File: src/rtl/branch_pkg.sv
// Shared types for the branch controller: opcode enum, flag bit indices,
// and a helper that identifies conditional (statically not-taken) ops.
package branch_pkg;

    typedef enum logic [3:0] {
        BR_NONE = 4'd0,
        BR_BR   = 4'd1,
        BR_BLTZ = 4'd2,
        BR_BZ   = 4'd3,
        BR_BNZ  = 4'd4,
        BR_B    = 4'd5,
        BR_BCY  = 4'd6,
        BR_BNCY = 4'd7,
        BR_BL   = 4'd8,
        BR_RET  = 4'd9
    } br_op_t;

    // Bit positions inside the {N,Z,C} flag register
    localparam int FLAG_N = 2;
    localparam int FLAG_Z = 1;
    localparam int FLAG_C = 0;

    function automatic logic is_cond_op(input logic [3:0] op);
        return (op == BR_BLTZ) || (op == BR_BZ) || (op == BR_BNZ) ||
               (op == BR_BCY)  || (op == BR_BNCY);
    endfunction

endpackage

File: src/rtl/branch_ras.sv
// Circular return-address stack. A push when full overwrites the oldest
// entry; the caller never asserts push and pop together.
module branch_ras
    import branch_pkg::*;
#(
    parameter int RAS_DEPTH = 8,
    parameter int ADDR_W    = 32
) (
    input  logic              clk,
    input  logic              rst,
    input  logic              push,
    input  logic              pop,
    input  logic [ADDR_W-1:0] push_data,
    output logic [ADDR_W-1:0] top,
    output logic              empty,
    output logic              full
);

    localparam int PTR_W = $clog2(RAS_DEPTH);
    localparam int CNT_W = PTR_W + 1;

    logic [ADDR_W-1:0] mem_q [RAS_DEPTH];
    logic [PTR_W-1:0]  ptr_q, ptr_d;
    logic [CNT_W-1:0]  count_q, count_d;

    always_comb begin
        ptr_d   = ptr_q;
        count_d = count_q;
        if (push) begin
            ptr_d = ptr_q + PTR_W'(1);
            if (count_q != CNT_W'(RAS_DEPTH))
                count_d = count_q + CNT_W'(1);
        end else if (pop) begin
            ptr_d   = ptr_q - PTR_W'(1);
            count_d = count_q - CNT_W'(1);
        end
    end

    always_ff @(posedge clk) begin
        if (rst) begin
            ptr_q   <= '0;
            count_q <= '0;
        end else begin
            ptr_q   <= ptr_d;
            count_q <= count_d;
        end
    end

    // NOTE: storage is deliberately not reset; count_q gates every read.
    always_ff @(posedge clk) begin
        if (push)
            mem_q[ptr_q] <= push_data;
    end

    assign top   = mem_q[ptr_q - PTR_W'(1)];
    assign empty = (count_q == '0);
    assign full  = (count_q == CNT_W'(RAS_DEPTH));

endmodule

File: src/rtl/branch_ctrl_unit.sv
// PC / branch controller: flag register, branch resolution, RAS and link.
// Define BRANCH_STATS_EN to add taken_cnt / mispredict_cnt output counters.
module branch_ctrl_unit
    import branch_pkg::*;
#(
    parameter int              ADDR_W    = 32,
    parameter int              DATA_W    = 32,
    parameter int              RAS_DEPTH = 8,
    parameter logic [ADDR_W-1:0] RESET_PC = '0
) (
    input  logic              clk,
    input  logic              rst,
    input  logic              advance,
    input  logic [3:0]        br_op,
    input  logic [DATA_W-1:0] rs_value,
    input  logic [ADDR_W-1:0] target,
    input  logic              flag_we,
    input  logic              alu_n,
    input  logic              alu_z,
    input  logic              alu_c,
    output logic [ADDR_W-1:0] pc,
    output logic              redirect,
    output logic              link_we,
    output logic [ADDR_W-1:0] link_data,
    output logic [2:0]        flags,
    output logic              ras_empty,
    output logic              ras_full,
    output logic              ras_err
`ifdef BRANCH_STATS_EN
    ,
    output logic [31:0]       taken_cnt,
    output logic [31:0]       mispredict_cnt
`endif
);

    logic [ADDR_W-1:0] pc_q, pc_d, link_data_q, link_data_d;
    logic [ADDR_W-1:0] pc_plus1, tgt_pc, ras_top;
    logic [2:0]        flags_q, flags_d;
    logic              redirect_q, redirect_d, link_we_q, link_we_d;
    logic              ras_err_q, ras_err_d;
    logic              taken, ret_underflow, ras_push, ras_pop;

    branch_ras #(.RAS_DEPTH(RAS_DEPTH), .ADDR_W(ADDR_W)) u_ras (
        .clk       (clk),
        .rst       (rst),
        .push      (ras_push),
        .pop       (ras_pop),
        .push_data (pc_plus1),
        .top       (ras_top),
        .empty     (ras_empty),
        .full      (ras_full)
    );

    // NOTE: every variable gets a default first so no path leaves a latch.
    always_comb begin
        pc_plus1      = pc_q + ADDR_W'(1);
        taken         = 1'b0;
        tgt_pc        = target;
        ret_underflow = 1'b0;
        ras_push      = 1'b0;
        ras_pop       = 1'b0;
        // Conditions read flags_q: a same-cycle flag write is not bypassed.
        case (br_op)
            BR_BR:   begin taken = 1'b1; tgt_pc = rs_value[ADDR_W-1:0]; end
            BR_BLTZ: taken = rs_value[DATA_W-1];
            BR_BZ:   taken = (rs_value == '0);
            BR_BNZ:  taken = (rs_value != '0);
            BR_B:    taken = 1'b1;
            BR_BCY:  taken = flags_q[FLAG_C];
            BR_BNCY: taken = ~flags_q[FLAG_C];
            BR_BL:   begin taken = 1'b1; ras_push = advance; end
            BR_RET: begin
                if (!ras_empty) begin
                    taken   = 1'b1;
                    tgt_pc  = ras_top;
                    ras_pop = advance;
                end else begin
                    ret_underflow = 1'b1;
                end
            end
            default: ;
        endcase

        pc_d        = advance ? (taken ? tgt_pc : pc_plus1) : pc_q;
        redirect_d  = advance & taken;
        link_we_d   = advance & (br_op == BR_BL);
        link_data_d = link_we_d ? pc_plus1 : link_data_q;
        flags_d     = flag_we ? {alu_n, alu_z, alu_c} : flags_q;
        ras_err_d   = ras_err_q | (advance & ret_underflow);
    end

    // NOTE: sequential state uses non-blocking assignments only.
    always_ff @(posedge clk) begin
        if (rst) begin
            pc_q        <= RESET_PC;
            flags_q     <= '0;
            redirect_q  <= 1'b0;
            link_we_q   <= 1'b0;
            link_data_q <= '0;
            ras_err_q   <= 1'b0;
        end else begin
            pc_q        <= pc_d;
            flags_q     <= flags_d;
            redirect_q  <= redirect_d;
            link_we_q   <= link_we_d;
            link_data_q <= link_data_d;
            ras_err_q   <= ras_err_d;
        end
    end

    assign pc        = pc_q;
    assign redirect  = redirect_q;
    assign link_we   = link_we_q;
    assign link_data = link_data_q;
    assign flags     = flags_q;
    assign ras_err   = ras_err_q;

`ifdef BRANCH_STATS_EN
    logic [31:0] taken_cnt_q, taken_cnt_d, mispredict_cnt_q, mispredict_cnt_d;

    always_comb begin
        taken_cnt_d      = taken_cnt_q + 32'(redirect_d);
        mispredict_cnt_d = mispredict_cnt_q + 32'(redirect_d & is_cond_op(br_op));
    end

    always_ff @(posedge clk) begin
        if (rst) begin
            taken_cnt_q      <= '0;
            mispredict_cnt_q <= '0;
        end else begin
            taken_cnt_q      <= taken_cnt_d;
            mispredict_cnt_q <= mispredict_cnt_d;
        end
    end

    assign taken_cnt      = taken_cnt_q;
    assign mispredict_cnt = mispredict_cnt_q;
`endif

endmodule

File: config.mk
export PLATFORM = sky130hd
export DESIGN_NAME = branch_ctrl_unit
export DESIGN_NICKNAME = d
export VERILOG_FILES = /design/src/rtl/branch_pkg.sv /design/src/rtl/branch_ras.sv /design/src/rtl/branch_ctrl_unit.sv
export SDC_FILE = /design/constraint.sdc
export NUM_CORES = 1
export LEC_CHECK = 0
export BUFFER_PORTS_ARGS = -buffer_cell sky130_fd_sc_hd__buf_2
export CAP_MARGIN = 5
export CELL_PAD_IN_SITES_DETAIL_PLACEMENT = 1
export CELL_PAD_IN_SITES_GLOBAL_PLACEMENT = 1
export CORE_UTILIZATION = 49
export DETAILED_ROUTE_END_ITERATION = 12
export PLACE_DENSITY_LB_ADDON = 0.1
export SLEW_MARGIN = 20
export SYNTH_ARGS = -nofsm -noshare
export SYNTH_HDL_FRONTEND = slang
export SYNTH_SLANG_ARGS = --single-unit
export TNS_END_PERCENT = 10
File: constraint.sdc
create_clock -name clk -period 7.5 [get_ports clk]
set_input_delay 1.5 -clock clk [delete_from_list [all_inputs] [get_ports clk]]
set_output_delay 1.5 -clock clk [all_outputs]
set_load 0.02 [all_outputs]
==> results of run 1 <==
final cells by class:
type | instances | area share
clock inverters | 14 | 0.008893
clock buffers | 49 | 0.05898
well taps | 378 | 0.02873
multi-input cells | 535 | 0.2815
inverters | 28 | 0.006385
flip-flops and latches | 333 | 0.5609
repair buffers | 168 | 0.05458
per-layer routing:
layer,up-vias,global-route usage,part of all wire
li1,4098,-,-
met1,4962,0.4124,0.42
met2,488,0.4811,0.48
met3,79,0.05905,0.078
met4,0,0.1077,0.029
met5,-,0,0
metrics by stage:
step | worst slack, ps | total power (W) | instances | hold slack, ps | instance area, sq um
floorplan | 1168 | 0.002221 | 962 | 507.6 | 14170
global placement | 2496 | 0.002324 | 1442 | 443.9 | 15320
detailed placement | 2405 | 0.002330 | 1442 | 452.9 | 15320
CTS | 2936 | 0.004035 | 1505 | 459.0 | 16440
global route | 2723 | 0.004114 | 1505 | 481.1 | 16460
finish | 2942 | 0.004008 | 1505 | 452.4 | 16460
layout by cell type, fill, tap and decap left out, types with 7 or more instances in the layout:
cell	n
xor2_1	10
clkbuf_1	12
o311ai_1	7
buf_2	145
a211oi_1	25
nor3b_1	24
dfxtp_1	76
a211o_1	15
a22oi_1	62
nand2_1	36
xnor2_1	23
nor3_1	39
a21oi_1	19
clkbuf_16	37
nor2_1	68
o21ai_0	7
nand4_1	12
a311o_1	16
mux4_2	64
inv_1	27
nor4_1	10
buf_4	23
edfxtp_1	256
nand3_1	19
state kept, by name (all words and copies together), names as in the netlist:
name           count
flags              3
link_data         32
link_we            1
pc                32
ras_err            1
redirect           1
u_ras.count_q      4
u_ras.mem_q      256
u_ras.ptr_q        3
power by group through the flow:
stage                     Clock (W)  Combinational [W]  Sequential, W
after floorplan                   0           0.000137        0.00208
after global routing        0.00180           0.000272        0.00204
final                       0.00171           0.000255        0.00204
after detailed placement          0           0.000251        0.00208
after CTS                   0.00174           0.000253        0.00204
after global placement            0           0.000246        0.00208
worst paths after layout:
path                                startpoint  slack (ps)                 end  cells past startpoint
worst max register to register  u_ras.ptr_q[0]        3660              pc[14]                      7
worst max-delay path                  br_op[0]        2940  u_ras.mem_q[1][23]                      7
worst min register to register   link_data[28]         450       link_data[28]                      2
worst min-delay path             link_data[28]         450       link_data[28]                      2
worst min-delay path: stages, from the launching register on:
cell and delay (ps):
dfxtp_1 310, nand2_1 50, a21oi_1 50
Yosys cell counts (all sizes together), types with 2 or more instances:
cell type and instances:
nor4b 4, nand2b 3, xor2 10, ha 5, buf 22, o311ai 8
clkbuf 44, nand4 12, dfxtp 77, mux2i 6, mux4 64, nand3 19
inv 28, nor2 74, nand4bb 4, a22oi 62, a31oi 6, a22o 2
or3 2, a211o 15, nor3b 24, o21ai 8, nor4 15, xnor2 25
nand2 36, and2 3, and4 3, or2 5, or3b 2, a21oi 19
a311o 16, and3 2, nor3 43, a21o 2, a211oi 25, edfxtp 256
cell families after synthesis:
| kind of cell | after synthesis | share of synthesized area |
|---|---|---|
| fa+ha+maj | 6 | 0.005827 |
| xor+xnor | 35 | 0.02163 |
| flops | 333 | 0.6512 |
| simple gates | 254 | 0.09695 |
| mux | 70 | 0.1060 |
| compound gates | 170 | 0.09068 |
| buf+inv | 94 | 0.02772 |
==> reports/summary.md, run 1 <==
The combinational fraction of design power is 0.064, and the number of buffers inserted by port buffering is 146. In this run the mean area of a mapped cell was 14.73 sq um. Post-route core utilization: 0.5861. The clock net in this run drives a total of 333 sinks.

The starting density of the core was 0.5045; the remaining design rule violation count was 0. Compared with the post-synthesis result, the final layout area differs by 16.16%. For this design the top-level I/O count stands at 147.

The switching power of the nets is 0.0009030 W, and the wire length of the first global-routing pass is 63470 microns. The kind of cell with the highest combined delay along the critical path is simple AND/OR/NAND/NOR gates. The share of layout cells above drive strength 1 was 0.2751. Average wire length per cell after detail routing: 28.78 microns. For this design, the CTS-stage hold fixing added 0 buffers. The area of the die is 29600 sq um. By area the synthesized netlist is led by edfxtp_1, dfxtp_1, mux4_2.

The cell that appears most often on the critical path is buf_4. For the worst max-slew margin expressed relative to the limit, the log shows 0.2857. The pin count of the biggest net entering global routing is 80, and the total routing resource utilization after global routing is 0.3012. The slowest stage of the critical path is the nor4b_2 cell. On the worst path, the slowest cell contributes a delay of 680 ps.

The internal portion of the total power is 0.003105 W. The total overflow left after global routing is 0. At the worst endpoint, the required time is 7650 ps. The sequential fraction of design power is 0.509.

The proportion of power drawn by the clock network came out at 0.427. TritonCTS built the clock tree. The portion of the post-synthesis area used by sequential elements is 0.6512.

The clock passes through at most 3 buffers. The synthesized design contains 256 enable-type register cells. The total wirelength of the detailed-routed design came out at 43310 microns.

After clock tree synthesis, the clock-pin slew on the worst setup and hold paths is 60 ps. In this run the standard cell core region covers 28090 sq um. The min-delay analysis places its worst path in the category flop to flop.

The switching power as a share of total power was 0.2253. Setup repair after global routing left no endpoint under its margin. The async set-reset flop share out of synthesis was 0; the number of global-route vias before repair was 9829. The logs give 0 for the number of antenna violations at the first check in global routing and 932 for the number of DRC violations after detailed-routing iteration 0.

The antenna violation net count after detailed routing is 0. The cell area after synthesis came out at 14170 sq um. The tools report the highest ir drop seen on vdd as 190.4 uV. The analysis attributes to cell leakage a power of 5.636 nW. Kind of capture point of the worst setup path: a flop. The fraction of synthesized cell area taken by the top area cell type was 0.5425. The global placer's final weighted congestion is 0.8131. The H-tree was split into 2 levels.

Setup total negative slack on the finished layout was measured at 0 ps. The per-cell via count in the routed design works out to 6.397. The multi-input combinational cells in the finished layout cover a total of 4634 sq um.

Library cell with the largest summed area after synthesis: edfxtp_1. The y dimension of the die is 172.1 microns, and the share of the clock period used by the worst path after layout is 0.6078. The run finished with clean final reports. Detailed routing inserted a total of 9627 vias. Walking the worst path, the cells encountered are buf_2 -> nor4b_2 -> and2_2 -> buf_4 -> nand2_1 -> nor3_4 -> buf_4.

Number of maximum-capacitance constraint violations: 0. The first detailed-routing pass took 7 iterations. The arrival time of data at the critical path endpoint is 4710 ps, and the number of pins exceeding their max-slew limit in the final report is 0.

The power density of the placed cells was 243.5 nW/um^2; the number of setup buffers added after CTS was 0. Counting the fill cells in the layout gives 2713. Together, buffers and inverters on the worst path number 3. The number of nets in the layout is 1183, and the synthesized netlist cell count is 962.

Final setup violation count: 0. STA classifies the critical path startpoint as an input pin. For this run, the leading register cell type out of synthesis is edfxtp_1.

The tools report the number of unique standard cell types used by synthesis as 58. The sequential cells in the finished layout cover a total of 9233 sq um. Measured along the x axis, the die boundary spans 172.1 microns. The number of storage elements in the synthesis netlist came out at 333.

Yosys printed 0 warnings. Along the worst path, the maximum fanout reaches 26. Subtracting the final worst setup slack from the clock period gives 4558 ps. The worst clock skew on the final layout is 15.98 ps, and the worst-margin pin slew is 1064 ps.

The run gives 0 as the final count of hold timing violations. The clock root buffer master is clkbuf_16. For the number of placement rows, the log shows 61. The logs give 219.4 MHz for the maximum achievable frequency and 520 ps for the later-pin clock latency in the skew report. The number of nets handed over by synthesis was 1043. The tools report the half-perimeter wire length after placement as 27570 microns.

The category of the critical setup timing path was input pin to flop. Buffers inserted during clock tree synthesis total 36. The number of antenna diodes in the final layout is 0.

The number of gates resized after CTS was 0.
Note: power is estimated with default switching activity, not from simulation.
==> inputs of run 2 (changes only) <==
ABC_AREA = 1   (was unset)
CORE_UTILIZATION = 46   (was 49)
clock period = 4.2 ns   (was 7.5 ns; I/O delays follow)
==> reports/summary.md, run 2 <==
After detailed routing, the number of vias per cell comes to 5.503. Buffers added to address setup during post-CTS repair amount to 0. The run gives 66 as the number of placement rows. The leading cell type in the layout, fill and taps excluded was nor2_1. The worst-margin pin slew is 1137 ps, and the highest ir drop seen on vdd is 247.4 uV. The tightest min-delay check is of the flop to flop type. The tools report the instance area after placement as 16520 sq um. The flow ran to the end, and the final reports show no timing, DRC or antenna violations. TritonCTS built the clock tree. The share of the clock period used by the worst path after layout was 0.7374. After detailed routing, the average wire length per cell comes to 21.37 microns. In the post-synthesis netlist, the biggest area contributors are edfxtp_1, dfxtp_1, nor2_1. The number of antenna violations at the first check in global routing is 0. The total overflow left after global routing is 0.

Kind of capture point of the worst setup path: a flop. The most heavily used metal layer in global routing is met2. The number of nets in the layout was 1860; the fraction of synthesized cell area taken by the top area cell type was 0.5005.

The tools report the worst clock skew on the final layout as 23.03 ps. In this run, synthesis inferred 256 flip-flops with an integrated enable. The tree built by TritonCTS fans out to 333 sinks. The number of global-route vias before repair is 12880. For this design the static power due to leakage is 7.182 nW. The register with the most flip-flops in the layout has 256 of them. The number of pins exceeding their max-slew limit in the final report is 0, and the portion of the post-synthesis area used by sequential elements is 0.6009. The largest register by flop count is u_ras.mem_q. After detailed routing, the total wire length is 48060 microns. In this run, the number of DRC markers left after iteration 0 of detailed routing was 985. The clock passes through at most 3 buffers.

The number of filler instances in the final layout was 3818; the clock-pin transition on the worst setup and hold timing paths was 60 ps. The die is 184.7 microns wide. The tree is rooted in a clkbuf_16. The average instance in the mapped netlist occupies 9.319 sq um. The met1 usage came out at 0.3971. The met2 track demand over resource was 0.4723. Setup repair after global routing left no endpoint under its margin. The maximum fanout encountered on the critical timing path was 46. Number of buffers inserted by port buffering: 146. The number of storage elements in the synthesis netlist came out at 333. Post-route core utilization: 0.5419. Based on the critical path, the design can be clocked at up to 322.9 MHz. By count the netlist is led by nor2_1, nand2_1, edfxtp_1, inv_1, nand3_1.

The starting density of the core is 0.4697, and the wire length of the first global-routing pass is 73520 microns. STA classifies the critical path startpoint as a flop. The HPWL after detailed placement is 31470 microns.

The share of layout cells above drive strength 1 is 0.1621, and the remaining design rule violation count is 0. The floorplan step defined a core boundary enclosing 32700 sq um. Buffers inserted to repair hold after CTS numbered 0. Entering global routing, the biggest net connects 103 pins. Synthesis produced a netlist whose cell count is 1648. The later pin in the worst-skew pair is clocked with a latency of 520 ps.

The logs give 0 for the antenna violation net count after detailed routing and 15360 sq um for the cell area after synthesis. Final-layout setup total negative slack: 0 ps. On the final layout, the worst hold slack is 461.8 ps. The die is 184.7 microns tall. At the worst endpoint, the required time is 4640 ps. The synthesized netlist net count was 1729; the final worst-path setup slack was 1103 ps.

From synthesis to final layout, the design area changed by 15.38%. The async set-reset flop share out of synthesis was 0; the post-cts resize count was 0. The most numerous cell in the Yosys netlist is nor2_1. The congestion estimate from routability-driven global placement came to 0.9019. Across the run, the number of max-cap violations was 0. The first detailed-routing pass took 5 iterations. The post-route cell area is 17720 sq um, and the placement-stage worst setup slack is 782.0 ps. The antenna diode count was 0; the arrival time of data at the critical path endpoint was 3540 ps. The H-tree was split into 2 levels. The final route contains 12380 vias. For this design the ratio of total power to cell area is 421.4 nW/um^2. The number of unique standard cell types used by synthesis came out at 42. Counting the buffers created by CTS gives 37. The run gives 0 as the final setup violation count. The run gives 0.2396 as the worst max-slew margin expressed relative to the limit. For the number of ports placed on the die boundary, the log shows 147. The met3 track utilization from global routing was 0.03972. The top cell types in the final layout, fill and taps aside, are nor2_1, nand2_1, edfxtp_1. Library cell with the largest summed area after synthesis: edfxtp_1.

Among all flip-flop cells after synthesis, the most frequent one is edfxtp_1. The total routing resource utilization after global routing was 0.2869. The run gives 34120 sq um as the area of the die. Final count of hold timing violations: 0. Counting I/O delays and the setup requirement, the final critical path takes 3097 ps. During synthesis, Yosys emitted a total of 0 warnings.

The category of the critical setup timing path was flop to flop.
run 2: cell count changes after synthesis, sizes merged, moves of 62 or more:
cell and change:
a22oi -62, inv +158, mux4 -64, nand2 +230, nand3 +133, nor2 +257
o211ai +84, o21ai +81
run 2: report_power, final:
group / internal [W] / leakage, nW / total, W / switching (W)
clock: 0.00192 / 0.591 / 0.00325 / 0.00133
combinational: 0.000169 / 3.72 / 0.000588 / 0.000419
sequential: 0.00358 / 2.87 / 0.00363 / 0.0000429
run 2: final timing paths:
check	from	endpoint	slack, ps	depth (start not counted)
setup / recovery	u_ras.ptr_q[1]	pc[28]	1100	13
hold / removal	ras_err	ras_err	460	2
setup reg to reg	u_ras.ptr_q[1]	pc[28]	1100	13
hold reg to reg	ras_err	ras_err	460	2
run 2: cell families (layout without fill, tap and decap cells):
logic type,Yosys count,in the layout,synth area share
compound gates,222,222,0.08798
xor+xnor,22,22,0.01303
buf+inv,272,431,0.07356
simple gates,793,793,0.2191
fa+ha+maj,6,6,0.005377
flops,333,333,0.6009
run 2: per-stage QoR:
stage,total power (W),cells
floorplan,0.004048,1648
finish,0.007467,2249
global placement,0.004259,2182
detailed placement,0.004278,2182
CTS,0.007509,2249
global route,0.007691,2249
run 2: cell type report:
type                            count  area [sq um]  share of cell area
Multi-Input combinational cell   1043          5069              0.2860
Clock buffer                       41         940.9             0.05310
Clock inverter                     26         250.2             0.01412
Tap cell                          442         553.0             0.03121
Sequential cell                   333          9233              0.5210
Inverter                          188         706.9             0.03989
Timing Repair Buffer              176         968.4             0.05465
run 2: critical path, stage by stage, from the launching register on:
cell      delay, ps
dfxtp_1         480
inv_1           220
ha_1            670
clkinv_2        180
buf_4           330
nor2_1          160
o21ai_0         100
nand3_1         150
nand3_1         270
nand2_1         140
nand3_1          80
nand2_1          90
nor2_1           40
nor2_1           80
run 2: layer usage:
metal | vias up | wire, microns
li1 | 5769 | -
met1 | 6186 | 21790
met2 | 352 | 22670
met3 | 70 | 2493
met4 | 0 | 1106
met5 | - | 0
